File: src/rtl/branch_resolve_queue.sv
// rtl/branch_resolve_queue.sv - in-order predicted-direction queue with mispredict flush and history correction command
module branch_resolve_queue #(
  parameter int DEPTH = 8,
  parameter int PTR_W = 3
) (
  input  logic       fire,
  input  logic       rst,
  input  logic       i_pushValid_1,
  input  logic       i_pushTaken_1,
  input  logic       i_resolveValid_1,
  input  logic       i_resolveTaken_1,
  output logic       o_full_1,
  output logic       o_empty_1,
  output logic [7:0] o_pendingB_8,
  output logic [2:0] o_passBNum_3,
  output logic       o_predictGotJ_1,
  output logic [7:0] o_newPendingB_8,
  output logic       o_mispredict_1,
  output logic       o_overflow_1,
  output logic       o_underflow_1
);

  typedef enum logic {RUN, FLUSH} state_t;

  localparam logic [PTR_W:0] DEPTH_C = (PTR_W+1)'(DEPTH);

  state_t           state;
  state_t           stateNext;
  logic             mem [DEPTH];
  logic [PTR_W-1:0] rdPtr;
  logic [PTR_W-1:0] wrPtr;
  logic [PTR_W:0]   count;
  logic [PTR_W:0]   countNext;
  logic [PTR_W:0]   flushDepth;
  logic             fullReg;
  logic             emptyReg;
  logic             passOne;
  logic             predictReg;
  logic             overflowReg;
  logic             underflowReg;

  logic             acceptPush;
  logic             doPop;
  logic             doFlush;
  logic             setOvf;
  logic             setUnf;

  // Decide this cycle's queue action and next FSM state; FLUSH ignores all requests.
  always_comb begin
    stateNext  = state;
    acceptPush = 1'b0;
    doPop      = 1'b0;
    doFlush    = 1'b0;
    setOvf     = 1'b0;
    setUnf     = 1'b0;
    case (state)
      RUN: begin
        if (i_resolveValid_1) begin
          if (count == '0) begin
            setUnf = 1'b1;
          end else if (i_resolveTaken_1 == mem[rdPtr]) begin
            doPop = 1'b1;
          end else begin
            doFlush = 1'b1;
          end
        end
        if (doFlush) begin
          // A same-cycle push is younger than the mispredicted branch: drop it quietly.
          stateNext = FLUSH;
        end else if (i_pushValid_1) begin
          // A matching pop frees a slot on the same edge, so a full queue can still accept.
          if (count != DEPTH_C || doPop) begin
            acceptPush = 1'b1;
          end else begin
            setOvf = 1'b1;
          end
        end
      end
      FLUSH: begin
        stateNext = RUN;
      end
      default: begin
        stateNext = RUN;
      end
    endcase
  end

  // Occupancy after this edge; a flush empties the queue regardless of other traffic.
  always_comb begin
    countNext = count;
    if (doFlush) begin
      countNext = '0;
    end else begin
      countNext = count + (PTR_W+1)'(acceptPush) - (PTR_W+1)'(doPop);
    end
  end

  // FSM state register.
  always_ff @(posedge fire or posedge rst) begin
    if (rst) begin
      state <= RUN;
    end else begin
      state <= stateNext;
    end
  end

  // Entry storage; contents beyond count are don't-care so no reset is needed.
  always_ff @(posedge fire) begin
    if (acceptPush) begin
      mem[wrPtr] <= i_pushTaken_1;
    end
  end

  // Pointers, occupancy and the depth captured at a mispredict.
  always_ff @(posedge fire or posedge rst) begin
    if (rst) begin
      rdPtr      <= '0;
      wrPtr      <= '0;
      count      <= '0;
      flushDepth <= '0;
      fullReg    <= 1'b0;
      emptyReg   <= 1'b1;
    end else begin
      count    <= countNext;
      fullReg  <= (countNext == DEPTH_C);
      emptyReg <= (countNext == '0);
      if (doFlush) begin
        rdPtr      <= wrPtr;
        flushDepth <= count;
      end else begin
        if (doPop) begin
          rdPtr <= rdPtr + PTR_W'(1);
        end
        if (acceptPush) begin
          wrPtr <= wrPtr + PTR_W'(1);
        end
      end
    end
  end

  // History shift command from the previous edge's accepted push, plus sticky error flags.
  always_ff @(posedge fire or posedge rst) begin
    if (rst) begin
      passOne      <= 1'b0;
      predictReg   <= 1'b0;
      overflowReg  <= 1'b0;
      underflowReg <= 1'b0;
    end else begin
      passOne    <= acceptPush;
      predictReg <= acceptPush & i_pushTaken_1;
      if (setOvf) begin
        overflowReg <= 1'b1;
      end
      if (setUnf) begin
        underflowReg <= 1'b1;
      end
    end
  end

  assign o_full_1        = fullReg;
  assign o_empty_1       = emptyReg;
  assign o_pendingB_8    = 8'(count);
  assign o_mispredict_1  = (state == FLUSH);
  assign o_passBNum_3    = (state == FLUSH) ? 3'b111 : {2'b00, passOne};
  assign o_predictGotJ_1 = predictReg;
  assign o_newPendingB_8 = (state == FLUSH) ? 8'(flushDepth) : 8'(count);
  assign o_overflow_1    = overflowReg;
  assign o_underflow_1   = underflowReg;

endmodule

File: config.mk
export PLATFORM = sky130hd
export DESIGN_NAME = branch_resolve_queue
export DESIGN_NICKNAME = d
export VERILOG_FILES = /design/src/rtl/branch_resolve_queue.sv
export SDC_FILE = /design/constraint.sdc
export NUM_CORES = 1
export LEC_CHECK = 0
export BUFFER_PORTS_ARGS = -buffer_cell sky130_fd_sc_hd__clkbuf_2
export CAP_MARGIN = 20
export CORE_MARGIN = 1.5
export CORE_UTILIZATION = 53
export CTS_BUF_LIST = sky130_fd_sc_hd__clkbuf_4 sky130_fd_sc_hd__clkbuf_8
export DETAILED_ROUTE_END_ITERATION = 10
export PLACE_DENSITY_LB_ADDON = 0.1
export RECOVER_POWER = 100
export SKIP_CTS_REPAIR_TIMING = 1
export SLEW_MARGIN = 20
export SYNTH_ARGS = -nofsm -noshare
export SYNTH_HDL_FRONTEND = slang
export SYNTH_SLANG_ARGS = --single-unit
File: constraint.sdc
create_clock -name fire -period 3.6 [get_ports fire]
set_input_delay 0 -clock fire [delete_from_list [all_inputs] [get_ports fire]]
set_output_delay 0 -clock fire [all_outputs]
set_load 0.01 [all_outputs]
==> results_tabular.tex <==
\begin{tabular}{lr}
\hline
Metric & Value \\
\hline
\multicolumn{2}{l}{\textbf{Run status}} \\
\quad Run status & finished clean \\
\multicolumn{2}{l}{\textbf{Worst setup path}} \\
\quad Start-to-end type of the worst setup path & register to register \\
\quad Worst path cell trace & mux2i\_1 -> a22o\_1 -> nor3\_1 -> nor2\_1 -> o21ai\_0 -> ha\_1 -> inv\_1 -> ha\_1 -> fa\_1 -> xnor2\_1 -> nand2\_1 -> nor3\_1 \\
\quad Critical path data arrival time & 3.36 ns \\
\quad Kind of launch point of the worst setup path & register \\
\quad Logic depth of the worst setup path including buffers & 12 \\
\quad Reg-to-Reg End & o\_full\_1 \\
\quad Worst path slowest cell & sky130\_fd\_sc\_hd\_\_dfrtp\_1 \\
\quad Maximum net fanout on the critical path & 7 \\
\quad Setup crit end kind & register \\
\quad Stage delay of the slowest cell on the critical path & 0.53 ns \\
\quad R2R Path Start & rdPtr[0] \\
\quad Required time of the critical path & 3.85 ns \\
\quad Buffer and inverter count on the worst path & 1 \\
\quad Worst Reg2Reg Path Length in Cells & 12 \\
\quad Kind of cell with the highest combined delay on the critical path & adder cells \\
\quad Origin of the worst setup path & rdPtr[0] \\
\quad Worst R2R Setup Slack & 0.49 ns \\
\quad End point of the critical path & o\_full\_1 \\
\multicolumn{2}{l}{\textbf{STA}} \\
\quad Achievable Freq & 321.1 MHz \\
\quad Worst Tran Pin Value & 0.8015 ns \\
\quad Final period util & 86.51\% \\
\quad Worst-case hold slack & 0.01283 ns \\
\quad Final count of pins violating max slew & 0 \\
\quad Hold Violations, Final & 0 \\
\quad Unrepaired setup endpoints after global routing & false \\
\quad Min Clock Period, post-route & 3.114 ns \\
\quad Setup Skew & 0.004682 ns \\
\quad Relative max-transition margin & 46.51\% \\
\quad Sum Neg Setup Slack & 0 ns \\
\quad Final setup viols & 0 \\
\multicolumn{2}{l}{\textbf{Floorplanning}} \\
\quad I/O pin count & 31 \\
\quad Die width & 62.41 um \\
\quad Initial Utilization & 55.62\% \\
\quad Core region area & 3363 um2 \\
\quad Placement row count & 21 \\
\quad Die Span Y & 62.41 um \\
\quad Total die area & 3895 um2 \\
\multicolumn{2}{l}{\textbf{Global route}} \\
\quad GRT Residual Overflow & 0 \\
\quad GRT busiest layer & met2 \\
\quad Number of global-route vias before repair & 1,457 \\
\quad Met3 track demand over resource & 6.486\% \\
\quad First-pass GRT wire length & 6934 um \\
\quad Global-route track usage on met1 & 32.35\% \\
\quad Global router's overall resource usage & 22.83\% \\
\quad Largest net degree at the start of global routing & 22 \\
\quad Global routing met2 resource utilization & 32.93\% \\
\quad Initial antenna violation count & 0 \\
\multicolumn{2}{l}{\textbf{Synth}} \\
\quad Share of synthesized flip-flops with an asynchronous set or reset & 72.41\% \\
\quad Flops \& latches, synth & 29 \\
\quad Avg Synthesized Cell Area & 9.742 um2 \\
\quad Number of cells produced by synthesis & 192 \\
\quad Cell Area, Synth & 1871 um2 \\
\quad YS warnings & 0 \\
\quad Number of distinct library cells after synthesis & 52 \\
\quad EDFF count, synth & 8 \\
\quad Sequential-to-total area share from yosys stat & 41.00\% \\
\quad Flip-flop cell with the highest count after synthesis & sky130\_fd\_sc\_hd\_\_dfrtp\_1 \\
\multicolumn{2}{l}{\textbf{Detailed routing}} \\
\quad DRC violations left & 0 \\
\quad Post-Route WL & 4051 um \\
\quad Detail-routed net length per standard cell & 15.46 um \\
\quad 1st-iter DRT viols & 129 \\
\quad Vias after detailed routing & 1,509 \\
\quad Number of routed nets with antenna violations & 0 \\
\quad First drt pass iteration count & 4 \\
\quad Vias per cell & 5.760 \\
\multicolumn{2}{l}{\textbf{Final layout}} \\
\quad Commonest cells after routing, fill and taps aside & sky130\_fd\_sc\_hd\_\_dfrtp\_1 (20), sky130\_fd\_sc\_hd\_\_nand2\_1 (19), sky130\_fd\_sc\_hd\_\_clkbuf\_1 (18), sky130\_fd\_sc\_hd\_\_nor2\_1 (14) \\
\quad Most common library cell in the layout ignoring fill and taps & sky130\_fd\_sc\_hd\_\_dfrtp\_1 \\
\quad Total area of multi-input combinational cells & 984.7 um2 \\
\quad Final \#Nets & 230 \\
\quad Synthesis-to-layout area growth & 8.428\% \\
\quad Proportion of layout cells with a drive suffix above 1 & 12.96\% \\
\quad Register area & 767.0 um2 \\
\quad Number of fill cells & 314 \\
\quad Diode insertion count for antenna repair & 0 \\
\multicolumn{2}{l}{\textbf{Power}} \\
\quad Fraction of power spent switching nets & 46.98\% \\
\quad Clock power share & 11.2\% \\
\quad P\_sw & 929.6 uW \\
\quad Leakage power of the design & 0.0008583 uW \\
\quad Logic gate share of total power & 58.1\% \\
\quad Portion of total power attributed to sequential cells & 30.7\% \\
\quad Maximum ir drop on the vdd rail & 465.8 uV \\
\quad P\_int & 1049 uW \\
\quad Power per unit of standard cell area & 975.5 nW/um2 \\
\multicolumn{2}{l}{\textbf{CTS}} \\
\quad Root buffer cell & sky130\_fd\_sc\_hd\_\_clkbuf\_4 \\
\quad Clk sink count & 29 \\
\quad Clock tree from TritonCTS & built \\
\quad Clock latency on the worst-skew pair & 0.33 ns \\
\quad Clock tree buffer depth & 2 \\
\quad Clock-pin slew reported for the worst setup and hold paths after clock tree synthesis & 0.09 ns \\
\quad \# H-tree levels & 2 \\
\quad Number of CTS-inserted buffers & 5 \\
\multicolumn{2}{l}{\textbf{Placed design}} \\
\quad Port buffer count & 22 \\
\quad Final weighted congestion in routability-driven placement & 0.8715 \\
\quad Estimated wirelength of the detail-placed design & 2990 um \\
\multicolumn{2}{l}{\textbf{Flow run}} \\
\quad Count of maximum capacitance violations & 0 \\
\multicolumn{2}{l}{\textbf{Hold path}} \\
\quad Min-Delay Path Class & input pin to register \\
\hline
\end{tabular}
==> cells in the mapped netlist (3+ instances only) <==
master | instances | area [um2]
sky130_fd_sc_hd__nand2b_1 | 6 | 37.54
sky130_fd_sc_hd__nor3_1 | 7 | 35.03
sky130_fd_sc_hd__nor4b_1 | 4 | 35.03
sky130_fd_sc_hd__inv_1 | 8 | 30.03
sky130_fd_sc_hd__or3_1 | 3 | 18.77
sky130_fd_sc_hd__nand3_1 | 7 | 35.03
sky130_fd_sc_hd__nor4_1 | 4 | 25.02
sky130_fd_sc_hd__o21ai_0 | 8 | 40.04
sky130_fd_sc_hd__mux2_2 | 5 | 56.30
sky130_fd_sc_hd__or4_1 | 4 | 30.03
sky130_fd_sc_hd__mux2i_1 | 3 | 30.03
sky130_fd_sc_hd__edfxtp_1 | 8 | 240.2
sky130_fd_sc_hd__dfrtp_1 | 20 | 500.5
sky130_fd_sc_hd__a21oi_1 | 3 | 15.01
sky130_fd_sc_hd__ha_1 | 8 | 100.1
sky130_fd_sc_hd__clkbuf_1 | 5 | 18.77
sky130_fd_sc_hd__nor2_1 | 14 | 52.55
sky130_fd_sc_hd__buf_4 | 10 | 75.07
sky130_fd_sc_hd__nand2_1 | 19 | 71.32
==> how the worst min path moves through the flow <==
stage,from,end,slack (ns),depth (start not counted)
floorplan,rst,count[0],-0.02,1
global placement,rst,passOne,0.17,2
detailed placement,rst,passOne,0.19,2
CTS,rst,passOne,-0.17,2
global route,i_resolveValid_1,o_underflow_1,0.04,3
finish,i_resolveValid_1,o_underflow_1,0.01,3
==> final cells by class <==
| type | instances | share of cell area, % |
|---|---|---|
| Multi-Input combinational cell | 145 | 48.55 |
| Inverter | 8 | 1.481 |
| Clock buffer | 8 | 3.270 |
| Tap cell | 46 | 2.838 |
| Sequential cell | 29 | 37.82 |
| Timing Repair Buffer | 26 | 6.046 |
==> logic make-up after synthesis <==
group	share of synthesized area (%)
compound gates	13.11
xor+xnor	0.9366
fa+ha+maj	6.422
buf+inv	7.491
flops	41.00
mux	5.351
other cells	0.2005
simple gates	25.49
==> sequential cells by signal (all words and copies together), names as in the netlist <==
register / flops
wrPtr: 3
o_overflow_1: 1
mem: 8
o_empty_1: 1
o_underflow_1: 1
rdPtr: 3
count: 4
o_mispredict_1: 1
o_full_1: 1
flushDepth: 4
o_predictGotJ_1: 1
passOne: 1
==> power by group through the flow <==
stage / Sequential [uW] / Clock (uW) / Combinational [uW]
6_report: 608 / 222 / 1150
5_1_grt: 633 / 241 / 1280
4_1_cts: 607 / 226 / 1180
3_5_place_dp: 612 / 0 / 1180
3_3_place_gp: 604 / 0 / 1140
2_1_floorplan: 567 / 0 / 930
==> layer usage <==
metal	wire [um]	share of wire [%]	vias to the layer above
met3	190	4.7	8
met4	63	1.6	0
met5	0	0	-
met2	1878	46	44
met1	1918	47	726
li1	-	-	731
==> worst reg2reg max path, cell delays in order, from the launching register on <==
cell,delay [ns]
sky130_fd_sc_hd__dfrtp_1,0.53
sky130_fd_sc_hd__mux2i_1,0.38
sky130_fd_sc_hd__a22o_1,0.32
sky130_fd_sc_hd__nor3_1,0.12
sky130_fd_sc_hd__nor2_1,0.14
sky130_fd_sc_hd__o21ai_0,0.10
sky130_fd_sc_hd__ha_1,0.33
sky130_fd_sc_hd__inv_1,0.04
sky130_fd_sc_hd__ha_1,0.20
sky130_fd_sc_hd__fa_1,0.39
sky130_fd_sc_hd__xnor2_1,0.26
sky130_fd_sc_hd__nand2_1,0.08
sky130_fd_sc_hd__nor3_1,0.13
==> metrics by stage <==
| stage | std cells | utilization, % | cell area (um2) | total power (uW) | setup WS [ns] |
|---|---|---|---|---|---|
| 2_1_floorplan | 199 | - | 1897 | 1497 | 0.7971 |
| 3_5_place_dp | 251 | 58.33 | 1962 | 1789 | 0.5260 |
| 6_report | 262 | 60.31 | 2028 | 1979 | 0.4858 |
| 5_1_grt | 262 | 60.31 | 2028 | 2155 | 0.1840 |
| 4_1_cts | 259 | 60.31 | 2028 | 2014 | 0.4898 |
| 3_3_place_gp | 251 | 58.33 | 1962 | 1739 | 0.6142 |
No activity file was read; power rests on OpenSTA's default activity.
